$ cat config.mk
export PLATFORM = sky130hd
export DESIGN_NAME = core_seq
export DESIGN_NICKNAME = d
export VERILOG_FILES = /design/src/rtl/core_seq.sv
export SDC_FILE = /design/constraint.sdc
export NUM_CORES = 1
export LEC_CHECK = 0
export ABC_AREA = 1
export ABC_CLOCK_PERIOD_IN_PS = 4019
export CAP_MARGIN = 20
export CORE_AREA = 3 3 139 141
export DETAILED_ROUTE_END_ITERATION = 10
export DIE_AREA = 0 0 142 144
export PLACE_DENSITY = 0.75
export SYNTH_ARGS = -nofsm -noshare
export SYNTH_HDL_FRONTEND = slang
export SYNTH_SLANG_ARGS = --single-unit
$ cat constraint.sdc
create_clock -name clk -period 4.02 [get_ports clk]
set_input_delay 0.402 -clock clk [delete_from_list [all_inputs] [get_ports clk]]
set_output_delay 0.402 -clock clk [all_outputs]
set_load 0.01 [all_outputs]
$ cat src/rtl/core_seq.sv
// Multi-cycle sequencer around the RV32I control/decode unit: owns PC, IR and load latch,
// arbitrates one memory bus. Optional ack watchdog enabled by defining CORE_SEQ_TIMEOUT_EN.
module core_seq #(
    parameter logic [31:0] RESET_PC       = 32'h0000_0000,
    parameter int          TIMEOUT_CYCLES = 255
) (
    input  logic        clk,
    input  logic        nrst,
    output logic [31:0] pc_out,
    output logic [31:0] instr_out,
    input  logic [31:0] pc_next_in,
    input  logic        reg_wr_en_in,
    output logic        reg_wr_en_out,
    input  logic [31:0] dmem_rd_addr_in,
    input  logic        dmem_wr_en_in,
    input  logic [31:0] dmem_wr_addr_in,
    input  logic [31:0] dmem_wr_data_in,
    output logic [31:0] dmem_rd_data_out,
    output logic        mem_req,
    output logic        mem_we,
    output logic [31:0] mem_addr,
    output logic [31:0] mem_wdata,
    input  logic [31:0] mem_rdata,
    input  logic        mem_ack,
    output logic        halted,
    output logic        fault,
    output logic [31:0] retired
);

    // state   | meaning
    // S_FETCH | bus read at pc, wait for ack, capture IR
    // S_EXEC  | one cycle for the control unit to settle on IR
    // S_MEM   | load/store bus transfer, wait for ack
    // S_WB    | commit: register write, pc update, retire count
    // S_HALT  | stopped (SYSTEM opcode, misaligned target or timeout)
    typedef enum logic [2:0] {
        S_FETCH,
        S_EXEC,
        S_MEM,
        S_WB,
        S_HALT
    } state_t;

    localparam logic [6:0] OP_LOAD   = 7'b0000011;
    localparam logic [6:0] OP_STORE  = 7'b0100011;
    localparam logic [6:0] OP_SYSTEM = 7'b1110011;

    state_t      state;
    logic [31:0] pc;
    logic [31:0] ir;
    logic [31:0] ld_data;
    logic        timeout_hit;
    logic        target_ok;

`ifdef CORE_SEQ_TIMEOUT_EN
    localparam int TO_W = ($clog2(TIMEOUT_CYCLES + 1) > 8) ? $clog2(TIMEOUT_CYCLES + 1) : 8;
    logic [TO_W-1:0] wait_cnt;

    // Counter is zero outside bus states, so it is already clear on every FETCH/MEM entry.
    always_ff @(posedge clk) begin
        if (!nrst) begin
            wait_cnt <= '0;
        end else if (mem_req && !mem_ack && !timeout_hit) begin
            wait_cnt <= wait_cnt + 1'b1;
        end else begin
            wait_cnt <= '0;
        end
    end

    assign timeout_hit = mem_req && !mem_ack && (wait_cnt == TO_W'(TIMEOUT_CYCLES - 1));
`else
    localparam int unused_timeout_cycles = TIMEOUT_CYCLES;
    assign timeout_hit = 1'b0;
`endif

    assign target_ok = (pc_next_in[1:0] == 2'b00);

    always_ff @(posedge clk) begin
        if (!nrst) begin
            state   <= S_FETCH;
            pc      <= RESET_PC;
            ir      <= 32'h0000_0013;
            ld_data <= 32'h0;
            fault   <= 1'b0;
            retired <= 32'h0;
        end else begin
            case (state)
                S_FETCH: begin
                    if (mem_ack) begin
                        ir    <= mem_rdata;
                        state <= S_EXEC;
                    end else if (timeout_hit) begin
                        fault <= 1'b1;
                        state <= S_HALT;
                    end
                end
                S_EXEC: begin
                    if (ir[6:0] == OP_SYSTEM) begin
                        state <= S_HALT;
                    end else if (ir[6:0] == OP_LOAD || ir[6:0] == OP_STORE) begin
                        state <= S_MEM;
                    end else begin
                        state <= S_WB;
                    end
                end
                S_MEM: begin
                    if (mem_ack) begin
                        if (ir[6:0] == OP_LOAD) begin
                            ld_data <= mem_rdata;
                        end
                        state <= S_WB;
                    end else if (timeout_hit) begin
                        fault <= 1'b1;
                        state <= S_HALT;
                    end
                end
                S_WB: begin
                    if (!target_ok) begin
                        fault <= 1'b1;
                        state <= S_HALT;
                    end else begin
                        pc      <= pc_next_in;
                        retired <= retired + 32'd1;
                        state   <= S_FETCH;
                    end
                end
                S_HALT: begin
                    state <= S_HALT;
                end
                default: begin
                    state <= S_HALT;
                end
            endcase
        end
    end

    always_comb begin
        mem_req   = 1'b0;
        mem_we    = 1'b0;
        mem_addr  = 32'h0;
        mem_wdata = 32'h0;
        case (state)
            S_FETCH: begin
                mem_req  = 1'b1;
                mem_addr = pc;
            end
            S_MEM: begin
                mem_req   = 1'b1;
                mem_we    = dmem_wr_en_in;
                mem_addr  = dmem_wr_en_in ? dmem_wr_addr_in : dmem_rd_addr_in;
                mem_wdata = dmem_wr_data_in;
            end
            default: ;
        endcase
    end

    assign reg_wr_en_out    = (state == S_WB) && reg_wr_en_in && target_ok;
    assign halted           = (state == S_HALT);
    assign pc_out           = pc;
    assign instr_out        = ir;
    assign dmem_rd_data_out = ld_data;

endmodule

After elaboration in Yosys (flattened, before gate mapping). Index checks and enable logic that the tools add are counted.

Bits in registers: 132. Input bits: 165. Output and inout port bits: 197. Logic and storage cells: 39.

$add $sub $neg: 1. Eq/ne operators: 9. Multiplexer cells: 11. Bitwise operators: 1. Reductions and logical operators: 11.

Operators with widths (number): $mux 32 (2); $pmux 32 s2 (1); $add 32x1->32 const B (1); $mux 3 (4); $pmux 3 s4 (1); $reduce_and 2->1 (4); $eq 7x2->1 const B (1); $eq 7x6->1 const B (1); $eq 7x7->1 const B (1); $eq 3x2->1 const B (2); $ne 2x2->1 const B (2); $eq 3x1->1 const B (1); $eq 3x3->1 const B (1); $logic_not 3->1 (1); $mux 1 (3); $reduce_and 3->1 (1); $logic_and 1x1->1 (2); $logic_not 2->1 (1); $reduce_or 2->1 (1); $logic_or 1x1->1 (1); $not 1->1 (1).

Depth between registers and ports, before layout.
Word-level depth: 5. Depth in mapped cells: 11. Depth with buffers taken out: 11.

Worst setup path before layout. No wires, ideal clock.

Path type: input -> output. From: input dmem_wr_en_in. To: output mem_addr[0]. Arrival: 1399 ps. Required time: 3618 ps. Slack: 2219 ps. Stages on the path: 5. Path buffers: 2. Cells stage by stage: clkbuf_1 inv_1 buf_1 nor2_1 o32ai_1.

Word-level cells in the longest chain between the ends: 2.

RTL lines: start, declared (line 15) `input logic dmem_wr_en_in,`; $mux 32 (line 150) `mem_addr = dmem_wr_en_in ? dmem_wr_addr_in : dmem_rd_addr_in;`; $pmux 32 s2 (line 142) `case (state)`; end, declared (line 21) `output logic [31:0] mem_addr,`.

No other way between the ends.

Worst setup path after layout.
From: register state[0]. To: output mem_addr[1].

Word-level cells in the longest chain between the ends: 2. Elaborated cells between the ends (all ways): 3. Classes of those cells: 1 x eq/ne; 1 x mux; 1 x reduce/logical.

RTL lines: start, declared (line 48) `state_t state;`; start signal, assigned (line 80) `state <= S_FETCH;`; start signal, assigned (line 91) `state <= S_EXEC;`; start signal, assigned (line 94) `state <= S_HALT;`; $eq 3x2->1 / $logic_not 3->1 (equally long branches) (line 142); $pmux 32 s2 * (line 142).

Mark *: on every way between the ends. The rest lies on a longest branch, timed or not.

==> results.tsv <==
stage	metric	value	unit
run_status	status	finished clean	
route	Metal-1 WL	9780	um
synthesis	Synth Net Count	1124	
floorplan	core area	18100	um^2
worst_setup_path	CP Capture Type	output pin	
global_routing	total global routing overflow	0	
placement	Placed Area	10000	um^2
placement	Placer Congestion	0.860	
route	Vias/cell	4.73	
worst_setup_path	r2r startpoint	state[0]	
final_layout	Layout fillers	1694	
clocking	clock insertion delay at the later pin of the skew report	0.42	ns
sta	f_max	322	MHz
sta	Total Neg Setup Slack	0	ns
hold_path	Worst Hold End	pc_out[0]	
sta	final setup skew	0.0117	ns
clocking	TritonCTS buffer count	17	
floorplan	die height	144	um
clocking	Reg clk slew, reported paths	0.06	ns
pwr	P_leak	4.18	nW
hold_path	Hold Path Stages	2	
worst_setup_path	critical path class	reg2out	
final_layout	Antenna Cells	0	
worst_setup_path	type of origin of the critical path	register	
worst_setup_path	flop2flop setup slack	1.48	ns
route	met3 WL	2220	um
floorplan	# IOs	362	
route	first-pass iteration count of the detailed router	5	
route	highest metal used	met5	
final_layout	Nets	1463	
sta	final setup vio count	0	
clocking	CTS Hold Bufs	0	
pwr	maximum vdd drop	0.290	mV
route	DR WL/cell	16.1	um
pwr	PwrDens	328	nW/um^2
placement	# port buffers	361	
final_layout	layout cell share with drive strength beyond 1	4.66	%
sta	Pins Over Slew Limit	0	
global_routing	gr usage total	22.6	%
floorplan	Initial Util	34.6	%
global_routing	first-pass GRT wire length	36900	um
final_layout	Multi-input gate area	3040	um^2
sta	shortest period the worst path allows	3.10	ns
floorplan	Die Wd	142	um
worst_setup_path	Max FO, Critical Path	44	
job	max-cap violations	0	
synthesis	sequential share of the synthesized area	42.2	%
floorplan	cell row count	49	
sta	Worst Tran Pin Value	0.951	ns
global_routing	initial antenna violation count	1	
final_layout	FF/Latch Area	2640	um^2
route	overall routed net length	24700	um
worst_setup_path	Reg-to-Reg End	dmem_rd_data_out[31]	
worst_setup_path	Data required, critical path	3.62	ns
synthesis	Avg Inst Size Synth	6.53	um^2
placement	hpwl dp	18800	um
sta	Final Cycle Share	77.2	%
synthesis	Synth Instances	958	
synthesis	library cells used by synthesis	32	
clocking	CTS tree	done	
clocking	setup bufs post-CTS	0	
final_layout	Final Instance Area	10600	um^2
hold_path	hold path start	pc_out[0]	
clocking	CTS max path bufs	2	
synthesis	flops & latches, synth	132	
route	met2 WL post-DR	12100	um
route	drt drc	0	
clocking	root buffer cell	clkbuf_16	
clocking	post-cts resize count	0	
worst_setup_path	R2R depth	8	
sta	normalized max-slew margin	36.4	%
hold_path	worst min-delay path category	reg2reg	
worst_setup_path	arrival time at the worst endpoint	2.70	ns
global_routing	largest net degree at the start of global routing	50	
placement	DP Worst Slack	1.10	ns
sta	Fin. Hold Viols	0	
sta	RSZ-0062 raised after global routing	false	
sta	final worst slack	0.916	ns
route	Vias	7287	
route	ANT nets after route	0	
clocking	H-tree depth	4	
global_routing	vias in the first global route	6605	
final_layout	P&R area growth vs syn	68.9	%
synthesis	Ys Warns	0	
floorplan	die footprint	20400	um^2
route	1st-iter DRT viols	376	
clocking	clk sink count	132	
synthesis	synthesized cell area	6250	um^2
==> synth_stat cells, drive strengths merged <==
cell type,count,share of area [%]
xor2,2,0.28
nor2,290,18
o21ai,76,6.1
inv,93,5.6
ha,1,0.20
nor3,6,0.56
and2,2,0.20
nor3b,2,0.32
o211ai,1,0.12
nand4,15,1.5
clkbuf,32,1.9
o21bai,3,0.36
o31ai,27,3.2
a21o,4,0.48
dfxtp,132,42
o21a,3,0.36
a21oi,44,3.5
buf,19,1.8
nand2,185,11
nand3,19,1.5
o32ai,2,0.28
==> report_power, final <==
| part | total, W | internal [W] | switching [W] | leakage, nW |
|---|---|---|---|---|
| logic | 0.000610 | 0.000332 | 0.000278 | 2.84 |
| registers | 0.00137 | 0.00135 | 0.0000274 | 1.07 |
| clock network | 0.00148 | 0.000818 | 0.000660 | 0.273 |
==> how the worst max path moves through the flow <==
stage / startpoint / to / depth (start not counted)
after global routing: state[0] / mem_addr[1] / 4
final: state[0] / mem_addr[1] / 4
after global placement: dmem_wr_en_in / mem_addr[21] / 6
after detailed placement: dmem_wr_en_in / mem_addr[28] / 6
after CTS: state[0] / mem_addr[1] / 4
after floorplan: dmem_wr_en_in / mem_addr[0] / 5
==> metal layers <==
layer | GRT usage, % | vias to the layer above
li1 | - | 3699
met1 | 27.1 | 3271
met2 | 38.1 | 280
met3 | 7.84 | 35
met4 | 7.63 | 2
met5 | 0 | -
==> sequential cells by signal (all words and copies together), names as in the netlist <==
signal            flops
pc_out               32
fault                 1
retired              32
state                 3
instr_out            32
dmem_rd_data_out     32
==> kinds of logic (layout without fill, tap and decap cells) <==
group           Yosys count  count (layout)  share of synthesized area [%]
simple gates            519             519                           33.5
fa+ha+maj                 1               1                          0.200
xor+xnor                  2               2                          0.280
buf+inv                 144             496                           9.30
flops                   132             132                           42.2
compound gates          160             160                           14.4
==> cell type report <==
cell class	instances	share of cell area (%)
Clock buffer	17	4.03
Timing Repair Buffer	371	34.9
Tap cell	229	2.71
Sequential cell	132	25.0
Inverter	93	3.30
Multi-Input combinational cell	682	28.8
Clock inverter	15	1.31
==> metrics by stage <==
stage / utilization, % / hold WS (ns) / power, W / instances
floorplan: - / 0.483 / 0.00163 / 958
global placement: 55.3 / 0.451 / 0.00201 / 1507
detailed placement: 55.3 / 0.455 / 0.00202 / 1507
CTS: 58.4 / 0.465 / 0.00350 / 1539
global route: 58.4 / 0.486 / 0.00361 / 1539
finish: 58.4 / 0.464 / 0.00346 / 1539
==> cell usage in the layout, fill, tap and decap left out, drive strengths merged, types with 6 or more instances in the layout <==
cell / synthesis / layout
a21oi: 44 / 44
nand2: 185 / 185
clkbuf: 32 / 17
buf: 19 / 11
o31ai: 27 / 27
inv: 93 / 102
nand3: 19 / 19
dfxtp: 132 / 132
clkdlybuf4s50: 0 / 360
o21ai: 76 / 76
nand4: 15 / 15
nor2: 290 / 290
nor3: 6 / 6
==> critical path, cell delays in order, from the launching register on <==
cell             delay [ns]
dfxtp_1                0.37
nor2_2                 0.19
nand2_2                0.54
o32ai_1                0.50
clkdlybuf4s50_1        0.66
(Power assumes the default switching activity.)
